--- config.mk ---
export PLATFORM = sky130hd
export DESIGN_NAME = lcd_sequencer_flat
export DESIGN_NICKNAME = d
export VERILOG_FILES = /design/src/rtl/lcd_sequencer_pkg.sv /design/src/rtl/lcd_sequencer_if.sv /design/src/rtl/lcd_char_fifo.sv /design/src/rtl/lcd_sequencer.sv /design/src/flat_wrapper.sv
export SDC_FILE = /design/constraint.sdc
export NUM_CORES = 1
export LEC_CHECK = 0
export ABC_AREA = 1
export BUFFER_PORTS_ARGS = -buffer_cell sky130_fd_sc_hd__buf_2
export CORE_ASPECT_RATIO = 2
export CORE_MARGIN = 8
export CORE_UTILIZATION = 60
export CTS_CLUSTER_DIAMETER = 120
export DETAILED_ROUTE_END_ITERATION = 10
export PLACE_DENSITY_LB_ADDON = 0.12
export SKIP_CTS_REPAIR_TIMING = 1
export SLEW_MARGIN = 20
export SYNTH_ARGS = -nofsm -noshare
export SYNTH_HDL_FRONTEND = slang
export SYNTH_SLANG_ARGS = --single-unit
--- constraint.sdc ---
create_clock -name clk -period 4.5 [get_ports clk]
set_input_delay 0.9 -clock clk [delete_from_list [all_inputs] [get_ports clk]]
set_output_delay 0.9 -clock clk [all_outputs]
set_load 0.02 [all_outputs]
--- src/rtl/lcd_sequencer_pkg.sv ---
// Shared definitions for the LCD sequencer: FSM state encoding, HD44780-style
// command bytes, the power-on init command table and the newline code.
// Ports: none (package).
package lcd_sequencer_pkg;

  typedef enum logic [2:0] {
    ST_PWRUP   = 3'd0,
    ST_INIT    = 3'd1,
    ST_IDLE    = 3'd2,
    ST_ISSUE   = 3'd3,
    ST_RELEASE = 3'd4
  } state_t;

  localparam int unsigned INIT_LEN = 4;

  localparam logic [7:0] CMD_FUNC_SET   = 8'h38;  // 8-bit bus, 2 lines, 5x8 font
  localparam logic [7:0] CMD_DISP_ON    = 8'h0C;  // display on, cursor off
  localparam logic [7:0] CMD_CLEAR      = 8'h01;
  localparam logic [7:0] CMD_ENTRY_MODE = 8'h06;  // increment, no shift
  localparam logic [7:0] CMD_ROW0_ADDR  = 8'h80;
  localparam logic [7:0] CMD_ROW1_ADDR  = 8'hC0;
  localparam logic [7:0] CHAR_NEWLINE   = 8'h0A;

  // Init table, indexed 0..INIT_LEN-1.
  function automatic logic [7:0] init_cmd(input logic [1:0] idx);
    case (idx)
      2'd0:    return CMD_FUNC_SET;
      2'd1:    return CMD_DISP_ON;
      2'd2:    return CMD_CLEAR;
      default: return CMD_ENTRY_MODE;
    endcase
  endfunction

  // Set-DDRAM-address command for the start of a row.
  function automatic logic [7:0] row_addr(input logic row);
    return row ? CMD_ROW1_ADDR : CMD_ROW0_ADDR;
  endfunction

endpackage

--- src/rtl/lcd_sequencer_if.sv ---
// Host + LCD-controller handshake bundle of the sequencer.
// Host side: char_in/char_valid/char_ready write channel, clear_req pulse, busy.
// Controller side: ctl_data/ctl_is_cmd/ctl_req out, ctl_ack back (four-phase).
interface lcd_sequencer_if;

  logic [7:0] char_in;
  logic       char_valid;
  logic       char_ready;
  logic       clear_req;
  logic       busy;
  logic [7:0] ctl_data;
  logic       ctl_is_cmd;
  logic       ctl_req;
  logic       ctl_ack;

  // master: the sequencer itself
  modport master (
    input  char_in, char_valid, clear_req, ctl_ack,
    output char_ready, busy, ctl_data, ctl_is_cmd, ctl_req
  );

  // slave: host and LCD controller environment
  modport slave (
    output char_in, char_valid, clear_req, ctl_ack,
    input  char_ready, busy, ctl_data, ctl_is_cmd, ctl_req
  );

endinterface

--- src/rtl/lcd_char_fifo.sv ---
// Character FIFO between the host write port and the sequencer.
// Ports: clk/rst, wr_en/wr_data push, rd_en pop, rd_data = head (show-ahead),
// full/empty flags. Push and pop in the same cycle are both honoured.
module lcd_char_fifo #(
  parameter int DEPTH = 8,
  parameter int WIDTH = 8
) (
  input  logic             clk,
  input  logic             rst,
  input  logic             wr_en,
  input  logic [WIDTH-1:0] wr_data,
  input  logic             rd_en,
  output logic [WIDTH-1:0] rd_data,
  output logic             full,
  output logic             empty
);

  localparam int AW = $clog2(DEPTH);

  logic [WIDTH-1:0] mem [DEPTH];
  // One extra wrap bit distinguishes full from empty when the indices match.
  logic [AW:0]      wr_ptr;
  logic [AW:0]      rd_ptr;
  logic             do_wr;
  logic             do_rd;

  assign do_wr = wr_en && !full;
  assign do_rd = rd_en && !empty;

  always_ff @(posedge clk or posedge rst) begin
    if (rst) begin
      wr_ptr <= '0;
      rd_ptr <= '0;
    end else begin
      if (do_wr) wr_ptr <= wr_ptr + 1'b1;
      if (do_rd) rd_ptr <= rd_ptr + 1'b1;
    end
  end

  always_ff @(posedge clk) begin
    if (do_wr) mem[wr_ptr[AW-1:0]] <= wr_data;
  end

  assign rd_data = mem[rd_ptr[AW-1:0]];
  assign empty   = (wr_ptr == rd_ptr);
  assign full    = (wr_ptr[AW] != rd_ptr[AW]) && (wr_ptr[AW-1:0] == rd_ptr[AW-1:0]);

endmodule

--- src/rtl/lcd_sequencer.sv ---
// Character LCD sequencer: power-up wait, init commands, then streams buffered
// host characters with row wrap / newline addressing and latched clear requests.
// Ports: clk, rst (async, active-high), bus (lcd_sequencer_if.master):
//   host char_in/char_valid/char_ready, clear_req, busy; controller
//   ctl_data/ctl_is_cmd/ctl_req with four-phase ctl_ack.
module lcd_sequencer
  import lcd_sequencer_pkg::*;
#(
  parameter int FIFO_DEPTH   = 8,
  parameter int COLS         = 16,
  parameter int PWRUP_CYCLES = 2000000
) (
  input  logic           clk,
  input  logic           rst,
  lcd_sequencer_if.master bus
);

  localparam int CNT_W = (PWRUP_CYCLES > 1) ? $clog2(PWRUP_CYCLES) : 1;
  localparam logic [CNT_W-1:0] CNT_LAST = CNT_W'(PWRUP_CYCLES - 1);
  localparam int COL_W = $clog2(COLS + 1);
  localparam logic [COL_W-1:0] COL_END = COL_W'(COLS);

  state_t           state;
  state_t           state_nxt;
  logic [CNT_W-1:0] pwr_cnt;
  logic [1:0]       init_idx;
  logic             init_done;
  logic             row;
  logic [COL_W-1:0] col;
  logic [COL_W-1:0] col_inc;
  logic             clear_pend;
  logic             addr_pend;
  logic [7:0]       ctl_data_q;
  logic             ctl_is_cmd_q;

  logic       fifo_wr;
  logic       fifo_full;
  logic       fifo_empty;
  logic [7:0] fifo_head;
  logic       head_nl;

  // IDLE decisions, in priority order
  logic take_clear;
  logic take_addr;
  logic take_char;

  assign col_inc = col + COL_W'(1);
  assign head_nl = (fifo_head == CHAR_NEWLINE);
  assign fifo_wr = bus.char_valid && bus.char_ready;

  lcd_char_fifo #(
    .DEPTH (FIFO_DEPTH),
    .WIDTH (8)
  ) u_fifo (
    .clk     (clk),
    .rst     (rst),
    .wr_en   (fifo_wr),
    .wr_data (bus.char_in),
    .rd_en   (take_char),
    .rd_data (fifo_head),
    .full    (fifo_full),
    .empty   (fifo_empty)
  );

  // ---------------- FSM: state register ----------------
  always_ff @(posedge clk or posedge rst) begin
    if (rst) state <= ST_PWRUP;
    else     state <= state_nxt;
  end

  // ---------------- FSM: next state ----------------
  always_comb begin
    state_nxt = state;
    case (state)
      ST_PWRUP: begin
        if (pwr_cnt == CNT_LAST) state_nxt = ST_INIT;
      end
      ST_INIT: begin
        state_nxt = ST_ISSUE;
      end
      ST_IDLE: begin
        // A newline head is consumed without a transfer; stay in IDLE.
        if (take_clear || take_addr || (take_char && !head_nl)) state_nxt = ST_ISSUE;
      end
      ST_ISSUE: begin
        // The earliest edge that can see ctl_ack here ends a full cycle of
        // ctl_req=1, so an ack already high on entry is taken only then.
        if (bus.ctl_ack) state_nxt = ST_RELEASE;
      end
      ST_RELEASE: begin
        if (!bus.ctl_ack) begin
          if (!init_done && (init_idx != 2'(INIT_LEN - 1))) state_nxt = ST_INIT;
          else                                              state_nxt = ST_IDLE;
        end
      end
      default: state_nxt = ST_PWRUP;
    endcase
  end

  // ---------------- FSM: outputs ----------------
  always_comb begin
    bus.ctl_req    = (state == ST_ISSUE);
    bus.char_ready = init_done && !fifo_full;
    bus.busy       = (state != ST_IDLE) || !fifo_empty || clear_pend;
    take_clear     = 1'b0;
    take_addr      = 1'b0;
    take_char      = 1'b0;
    if (state == ST_IDLE) begin
      if (clear_pend)       take_clear = 1'b1;
      else if (addr_pend)   take_addr  = 1'b1;
      else if (!fifo_empty) take_char  = 1'b1;
    end
  end

  assign bus.ctl_data   = ctl_data_q;
  assign bus.ctl_is_cmd = ctl_is_cmd_q;

  // ---------------- datapath ----------------
  always_ff @(posedge clk or posedge rst) begin
    if (rst) begin
      pwr_cnt      <= '0;
      init_idx     <= '0;
      init_done    <= 1'b0;
      row          <= 1'b0;
      col          <= '0;
      clear_pend   <= 1'b0;
      addr_pend    <= 1'b0;
      ctl_data_q   <= 8'h00;
      ctl_is_cmd_q <= 1'b0;
    end else begin
      if (state == ST_PWRUP && pwr_cnt != CNT_LAST) pwr_cnt <= pwr_cnt + 1'b1;

      // Init context bookkeeping once each init handshake completes.
      if (state == ST_RELEASE && !bus.ctl_ack && !init_done) begin
        if (init_idx == 2'(INIT_LEN - 1)) init_done <= 1'b1;
        else                              init_idx  <= init_idx + 1'b1;
      end

      // A new request wins over consumption, so repeats simply merge.
      if (bus.clear_req)   clear_pend <= 1'b1;
      else if (take_clear) clear_pend <= 1'b0;

      // Transfer registers load only on the transition into ISSUE.
      if (state == ST_INIT) begin
        ctl_data_q   <= init_cmd(init_idx);
        ctl_is_cmd_q <= 1'b1;
      end else if (take_clear) begin
        ctl_data_q   <= CMD_CLEAR;
        ctl_is_cmd_q <= 1'b1;
      end else if (take_addr) begin
        ctl_data_q   <= row_addr(row);
        ctl_is_cmd_q <= 1'b1;
      end else if (take_char && !head_nl) begin
        ctl_data_q   <= fifo_head;
        ctl_is_cmd_q <= 1'b0;
      end

      if (take_clear) begin
        // Clear homes the cursor, so any queued row address is redundant.
        row       <= 1'b0;
        col       <= '0;
        addr_pend <= 1'b0;
      end else if (take_addr) begin
        addr_pend <= 1'b0;
      end else if (take_char) begin
        if (head_nl || col_inc == COL_END) begin
          row       <= ~row;
          col       <= '0;
          addr_pend <= 1'b1;
        end else begin
          col <= col_inc;
        end
      end
    end
  end

endmodule
--- src/flat_wrapper.sv ---
// flat-port wrapper written by rule: the top's interface ports become plain ports
module lcd_sequencer_flat import lcd_sequencer_pkg::*;
#(
  parameter int FIFO_DEPTH   = 8,
  parameter int COLS         = 16,
  parameter int PWRUP_CYCLES = 2000000
)
  (clk, rst, bus_char_in, bus_char_valid, bus_clear_req, bus_ctl_ack, bus_char_ready, bus_busy, bus_ctl_data, bus_ctl_is_cmd, bus_ctl_req);
  lcd_sequencer_if bus_i ();
  input  logic clk;
  input  logic rst;
  input wire logic [$bits(bus_i.char_in)-1:0] bus_char_in;
  input wire logic [$bits(bus_i.char_valid)-1:0] bus_char_valid;
  input wire logic [$bits(bus_i.clear_req)-1:0] bus_clear_req;
  input wire logic [$bits(bus_i.ctl_ack)-1:0] bus_ctl_ack;
  output wire logic [$bits(bus_i.char_ready)-1:0] bus_char_ready;
  output wire logic [$bits(bus_i.busy)-1:0] bus_busy;
  output wire logic [$bits(bus_i.ctl_data)-1:0] bus_ctl_data;
  output wire logic [$bits(bus_i.ctl_is_cmd)-1:0] bus_ctl_is_cmd;
  output wire logic [$bits(bus_i.ctl_req)-1:0] bus_ctl_req;
  assign bus_i.char_in = bus_char_in;
  assign bus_i.char_valid = bus_char_valid;
  assign bus_i.clear_req = bus_clear_req;
  assign bus_i.ctl_ack = bus_ctl_ack;
  assign bus_char_ready = bus_i.char_ready;
  assign bus_busy = bus_i.busy;
  assign bus_ctl_data = bus_i.ctl_data;
  assign bus_ctl_is_cmd = bus_i.ctl_is_cmd;
  assign bus_ctl_req = bus_i.ctl_req;
  lcd_sequencer #(.FIFO_DEPTH(FIFO_DEPTH), .COLS(COLS), .PWRUP_CYCLES(PWRUP_CYCLES)) u_core (.clk(clk), .rst(rst), .bus(bus_i));
endmodule
# --- Word-level counts from Yosys, hierarchy flattened ---
# Memories as Yosys holds them, arrays and structs flattened.
# Index checks and enable logic that the tools add are counted.
classes:
  add_sub_neg: 5
  n_eq_ne: 21
  n_mux: 41
  bitwise_logic: 2
  n_reduce_logical: 34
ops:
  columns: ["cell", "n"]
  rows:
  - ["$mux 8", 4]
  - ["$mux 1", 25]
  - ["$add 21x1->21 const B", 1]
  - ["$eq 21x21->1 const B", 1]
  - ["$ne 21x21->1 const B", 1]
  - ["$mux 5", 4]
  - ["$pmux 6 s3", 1]
  - ["$pmux 3 s5", 1]
  - ["$mux 3", 4]
  - ["$logic_and 1x1->1", 10]
  - ["$add 4x1->4 const B", 2]
  - ["$eq 8x4->1 const B", 1]
  - ["$reduce_and 2->1", 4]
  - ["$mux 7", 1]
  - ["$eq 3x2->1 const B", 2]
  - ["$ne 2x1->1 const B", 3]
  - ["$ne 2x2->1 const B", 3]
  - ["$reduce_bool 2->1", 3]
  - ["$reduce_bool 3->1", 2]
  - ["$add 5x1->5 const B", 1]
  - ["$eq 5x5->1 const B", 1]
  - ["$logic_not 1->1", 5]
  - ["$logic_or 1x1->1", 5]
  - ["$eq 2x2->1 const B", 2]
  - ["15 further kinds", 16]
totals:
  reg_bits: 52
  ramBits: 64
  inputBits: 13
  output_inout_bits: 12
  wordCells: 116
  memories: 1
memory_table:
  columns: ["name", "depth", "width", "read_ports", "rd_clocked_by_memory_dff", "write_ports", "line_no", "rtl"]
  rows:
  - ["u_core.u_fifo.mem", 8, 8, 1, 0, 1, "lcd_char_fifo.sv:20", "logic [WIDTH-1:0] mem [DEPTH];"]

# --- Depth between registers and ports, before layout ---
logic_depth:
  word_depth: 10
  mapped_depth: 16
  depth_no_buf: 15

# --- Modules after synthesis ---
# A second synthesis with hierarchy kept.
hier_totals:
  hier_cells: 658
  area_unflattened_um2: 5769.3
by_module_without_submodules:
  columns: ["mod", "instances", "cells_each", "area_each_um2", "seq_area_each_um2"]
  rows:
  - ["lcd_char_fifo", 1, 268, 3055.4, 2122.0]
  - ["lcd_sequencer", 1, 390, 2713.9, 1101.1]

# --- Worst setup path after synthesis ---
# No wires, ideal clock.
synth_timing:
  path_kind: "reg2reg"
  from: "register u_core.u_fifo.rd_ptr[1]"
  to: "memory u_core.u_fifo.mem[6][0] (enable)"
  setup_ns: 0.383
  arrival_ns: 2.071
  t_required_ns: 4.117
  slack_ns: 2.046
  path_stages_with_launch: 12
  path_buffers: 1
  synth_period_minus_slack_ns: 2.454
  path_cell_list: "dfrtp_1 buf_4 inv_4 nand2_1 nand3_1 nor2_1 nand2_1 nand2_1 inv_1 nand2_1 or2_2 nor3_1"
synth_via:
  elab_chain_len: 8
synth_rtl:
  columns: ["item", "line_no", "rtl"]
  rows:
  - ["start: declaration", "lcd_char_fifo.sv:23", "logic [AW:0] rd_ptr;"]
  - ["start signal: assignment", "lcd_char_fifo.sv:36", "if (do_rd) rd_ptr <= rd_ptr + 1'b1;"]
  - ["$eq 3x3->1", "lcd_char_fifo.sv:46", "assign full = (wr_ptr[AW] != rd_ptr[AW]) && (wr_ptr[AW-1:0] == rd_ptr[AW-1:0]);"]
  - ["$logic_and 1x1->1", "lcd_char_fifo.sv:46", null]
  - ["$logic_not 1->1", "lcd_sequencer.sv:103", "bus.char_ready = init_done && !fifo_full;"]
  - ["$logic_and 1x1->1", "lcd_sequencer.sv:103", null]
  - ["via bus_char_ready", "flat_wrapper.sv:16", "output wire logic [$bits(bus_i.char_ready)-1:0] bus_char_ready;"]
  - ["$logic_and 1x1->1", "lcd_sequencer.sv:49", "assign fifo_wr = bus.char_valid && bus.char_ready;"]
  - ["$logic_and 1x1->1", "lcd_char_fifo.sv:27", "assign do_wr = wr_en && !full;"]
  - ["$mux 1", "lcd_char_fifo.sv:41", "if (do_wr) mem[wr_ptr[AW-1:0]] <= wr_data;"]
  - ["$mux 1 (not written as such)", "lcd_char_fifo.sv:41", null]
  - ["end: declaration", "lcd_char_fifo.sv:20", null]
# The timed path passes the listed nets, and every way through them passes these cells.

# --- Worst setup path after layout ---
layout_timing:
  from: "register u_core.u_fifo.rd_ptr[1]"
  to: "output bus_char_ready"
layout_via:
  elab_chain_len: 4
layout_rtl:
  columns: ["item", "line_no"]
  rows:
  - ["$eq 3x3->1", "lcd_char_fifo.sv:46"]
  - ["$logic_and 1x1->1", "lcd_char_fifo.sv:46"]
  - ["$logic_not 1->1", "lcd_sequencer.sv:103"]
  - ["$logic_and 1x1->1", "lcd_sequencer.sv:103"]
  - ["end: declaration", "flat_wrapper.sv:16"]
# Every way passes these cells.

==> impl_results.md <==
- Kind of cell with the highest combined delay on the critical path: flip-flops
- Leakage power of the design: 3.08 nW
- Routed WL: 13900 µm
- Slew Viols, Final: 0
- CP max FO: 20
- Power density of the placed cells: 402 nW/µm²
- Die outline area: 13000 µm²
- Worst EP arrival: 2130 ps
- Placer Congestion: just under 1
- Final clock period utilization by the worst path: 67.3%
- CP Capture Point: bus_char_ready
- Core Rows: 50
- EDFF count, synth: 64
- Die width: 84.6 µm
- Endpoint of the lowest-slack register-to-register path: u_core.u_fifo.mem[6][7]
- Total CTS buffers: 17
- Reg-to-reg setup timing slack: 1780 ps
- Antenna violations before repair: 0
- Proportion of synthesized chip area in sequential cells: 57.1%
- Unrepaired setup endpoints after global routing: false
- Layout overhead on the synthesized area: 14.0%
- Beginning of the worst register-to-register path: u_core.u_fifo.rd_ptr[1]
- Bufs and invs on worst path: 3
- Layout fillers: 741
- Total of endpoints with negative setup slack in the final report: 0
- Core occupancy in the finished layout: 69.5%
- Placed Cells incl. Taps: 744
- Detailed-routing iteration count for the pre-antenna-repair pass: 7
- Endpoints failing hold: 0
- DIE HEIGHT: roughly 150 µm
- Setup TNS after final layout: 0 ps
- Most instantiated library cell after synthesis: nand2_1
- Critical path type: reg2out
- Number of routed nets with antenna violations: 0
- Cell at the slowest stage of the critical path: dfrtp_1
- Number of global-route vias before repair: 4433
- Area share of and/or/nand/nor cells after synthesis: approximately a quarter
- Cell type contributing the most total cell area after synthesis: edfxtp_1
- Ant diodes: 0
- Biggest area contributors in the synthesized netlist: edfxtp_1, dfrtp_1, nand2_1
- Ys async rst share: 44.8%
- # port buffers: 24
- Clock input transition at the sequential cells of the worst setup and hold paths: 60 ps
- Mux contribution to synthesized area: 0%
- H-tree lvl count: 4
- Flops & latches, synth: 116
- Number of maximum-capacitance constraint violations: 0
- Largest net degree at the start of global routing: 53
- Drc violations: 0
- Dominant cell type by count on the critical path: nand2_1
- Clock Tree Buf Depth: 2
- Delay contributed by the slowest stage of the critical path: 780 ps
- Syn Area/Cell: 8.99 µm²
- Startpoint type of the worst setup path: flip-flop
- Synthesized-area fraction occupied by ao, oa, aoi and oai cells: around 2.4%
- DR vias: between 4000 and 5000
- Clock tree from TritonCTS: done
- Area of the mapped netlist: 5650 µm²
- Initial drt markers: 252
- Post-layout minimum cycle time: 3030 ps
- CTS sink cnt: 116
- Worst slew margin: between 50% and 60%
- Post-Synthesis Cells: ~630
- Latest clock arrival within the worst-skew pair: approximately 420 ps
- Gr ovfl total: 0
- # IOs: 25
- Required time worst endpoint: between 3000 and 4000 ps
- Fmax: 0.330 GHz
- Root Driver: clkbuf_16
- Number of nets in the layout: around 680
- Class of the tightest hold or removal check: reg2reg
- Adder and majority gate portion of the synthesized area: under 10%
- Initial core utilization: approximately three fifths
- Worst clock skew: between 6 and 7 ps
- Overall track demand over capacity in global routing: 23.2%
- Floorplan core area: ~9300 µm²
- Status: completed
- Unique cell type count in the Yosys netlist: 30
- Fraction of layout instances using a drive strength above 1: 10.7%
- Worst Setup End Kind: output pin
- Startpoint of the most critical setup path: u_core.u_fifo.rd_ptr[1]
- Worst reg-to-reg path cell count: 10
- Worst hold slack across all endpoints: 463 ps
- Worst ir drop on vdd: about 0.00056 V
- Syn Nets: 650
- Half-perimeter wire length of the detailed placement result: 10200 µm
- Stages on the worst setup path: 8
- Post-DR wirelength/cell: 17.9 µm
- Most numerous cell types in the synthesized netlist: nand2_1, inv_1, edfxtp_1
- Most used DFF post-synth: edfxtp_1
- Largest family of logic cells by synthesized area: simple AND/OR/NAND/NOR gates
- Count of synthesis-stage warnings from yosys: 0
- Pin slew with the least headroom to its limit: 730 ps
- Critical-path cell list: inv_4, nand2_1, nand3_1, nor2_1, nand2_1, nand2_1, inv_1, buf_2
- Detail-routed via count per cell: 5.56
- Fraction of synthesized cell area taken by the top area cell type: 34.0%
- Cell Count, Final, Fillers Out: 775
- First-pass GRT wire length: 22400 µm
- Area of the multi-input gates: 1970 µm²
- Area share of xor/xnor cells in the synthesized design: 4.96%
- Area occupied by registers: 3220 µm²
[area by class of cell]
class	count	share of cell area, %
inverters	93	5.62
multi-input cells	406	30.6
well taps	104	2.02
clock inverters	14	3.15
clock buffers	17	6.61
flip-flops and latches	116	50.1
repair buffers	25	1.98
[worst min-delay path by stage]
stage	end	cells after the start	start	slack, ps
floorplan	u_core.row	2	u_core.row	460
global placement	u_core.bus.ctl_data[5]	2	u_core.bus.ctl_data[5]	450
detailed placement	u_core.bus.ctl_data[3]	2	u_core.bus.ctl_data[3]	450
CTS	u_core.bus.ctl_data[7]	2	u_core.bus.ctl_data[7]	470
global route	u_core.bus.ctl_is_cmd	2	u_core.bus.ctl_is_cmd	500
finish	u_core.bus.ctl_data[3]	2	u_core.bus.ctl_data[3]	460
[where the power goes]
group          internal [mW]  switching (mW)
registers               1.12         0.00111
clock network          0.930           0.503
logic                0.00615          0.0254
total                   2.06           0.530
[worst min-delay path: stages, from the launching register on]
cell and delay (ps):
dfrtp_1 340, nand2_1 50, nand2_1 40
[cell families after synthesis]
kind of cell / after synthesis
buffers and inverters: 106
DFF: 116
adders and majority gates: 9
and+or+nand+nor: 340
xor gates and xnor gates: 32
AOI/OAI and AO/OA: 25
[per-layer routing]
layer | routed length, µm | up-vias | share of wire, % | GRT usage (%)
met2 | 7990 | 124 | 58 | 44.0
met1 | 4680 | 2062 | 34 | 20.9
met4 | 805 | 0 | 5.8 | 17.3
met5 | 0 | - | 0 | 0
li1 | - | 2062 | - | -
met3 | 410 | 61 | 3.0 | 3.87
[per-stage QoR]
step / setup WS (ps) / instance area, µm² / total power, mW
2_1_floorplan: 2050 / 5650 / 1.16
3_3_place_gp: 1510 / 5800 / 1.18
3_5_place_dp: 1440 / 5810 / 1.18
4_1_cts: 1420 / 6430 / 2.60
5_1_grt: 1280 / 6440 / 2.65
6_report: 1470 / 6440 / 2.59
[cell usage in the layout, fill, tap and decap left out]
master and count:
inv_6 4, o22ai_1 2, nand2_4 2, nor3_1 12, nor3_2 1, nand2_1 212, ha_1 9, xnor2_1 13
inv_2 1, nor4_1 1, clkbuf_16 17, dfrtp_1 52, o21bai_1 1, clkinv_4 5, clkinv_2 1, edfxtp_1 64
clkinvlp_4 1, nand4_1 14, nand2_2 2, nand3_1 55, nor2_4 1, clkinv_1 1, bufinv_16 4, nor2_2 3
o21ai_1 2, a21oi_1 4, buf_4 1, buf_2 24, inv_4 3, inv_1 87, or2_2 1, a31o_2 1
nor2_1 36, xor2_1 19, o21ai_0 15
[registers in the layout, indices dropped and copies added (netlist names)]
register	flops
u_core.u_fifo.mem	64
u_core.pwr_cnt	21
u_core.bus.ctl_data	8
u_core.col	5
u_core.u_fifo.rd_ptr	4
u_core.u_fifo.wr_ptr	4
u_core.state	3
u_core.init_idx	2
u_core.addr_pend	1
u_core.bus.ctl_is_cmd	1
u_core.clear_pend	1
u_core.init_done	1
u_core.row	1
Power figures use the tool's default switching activity.
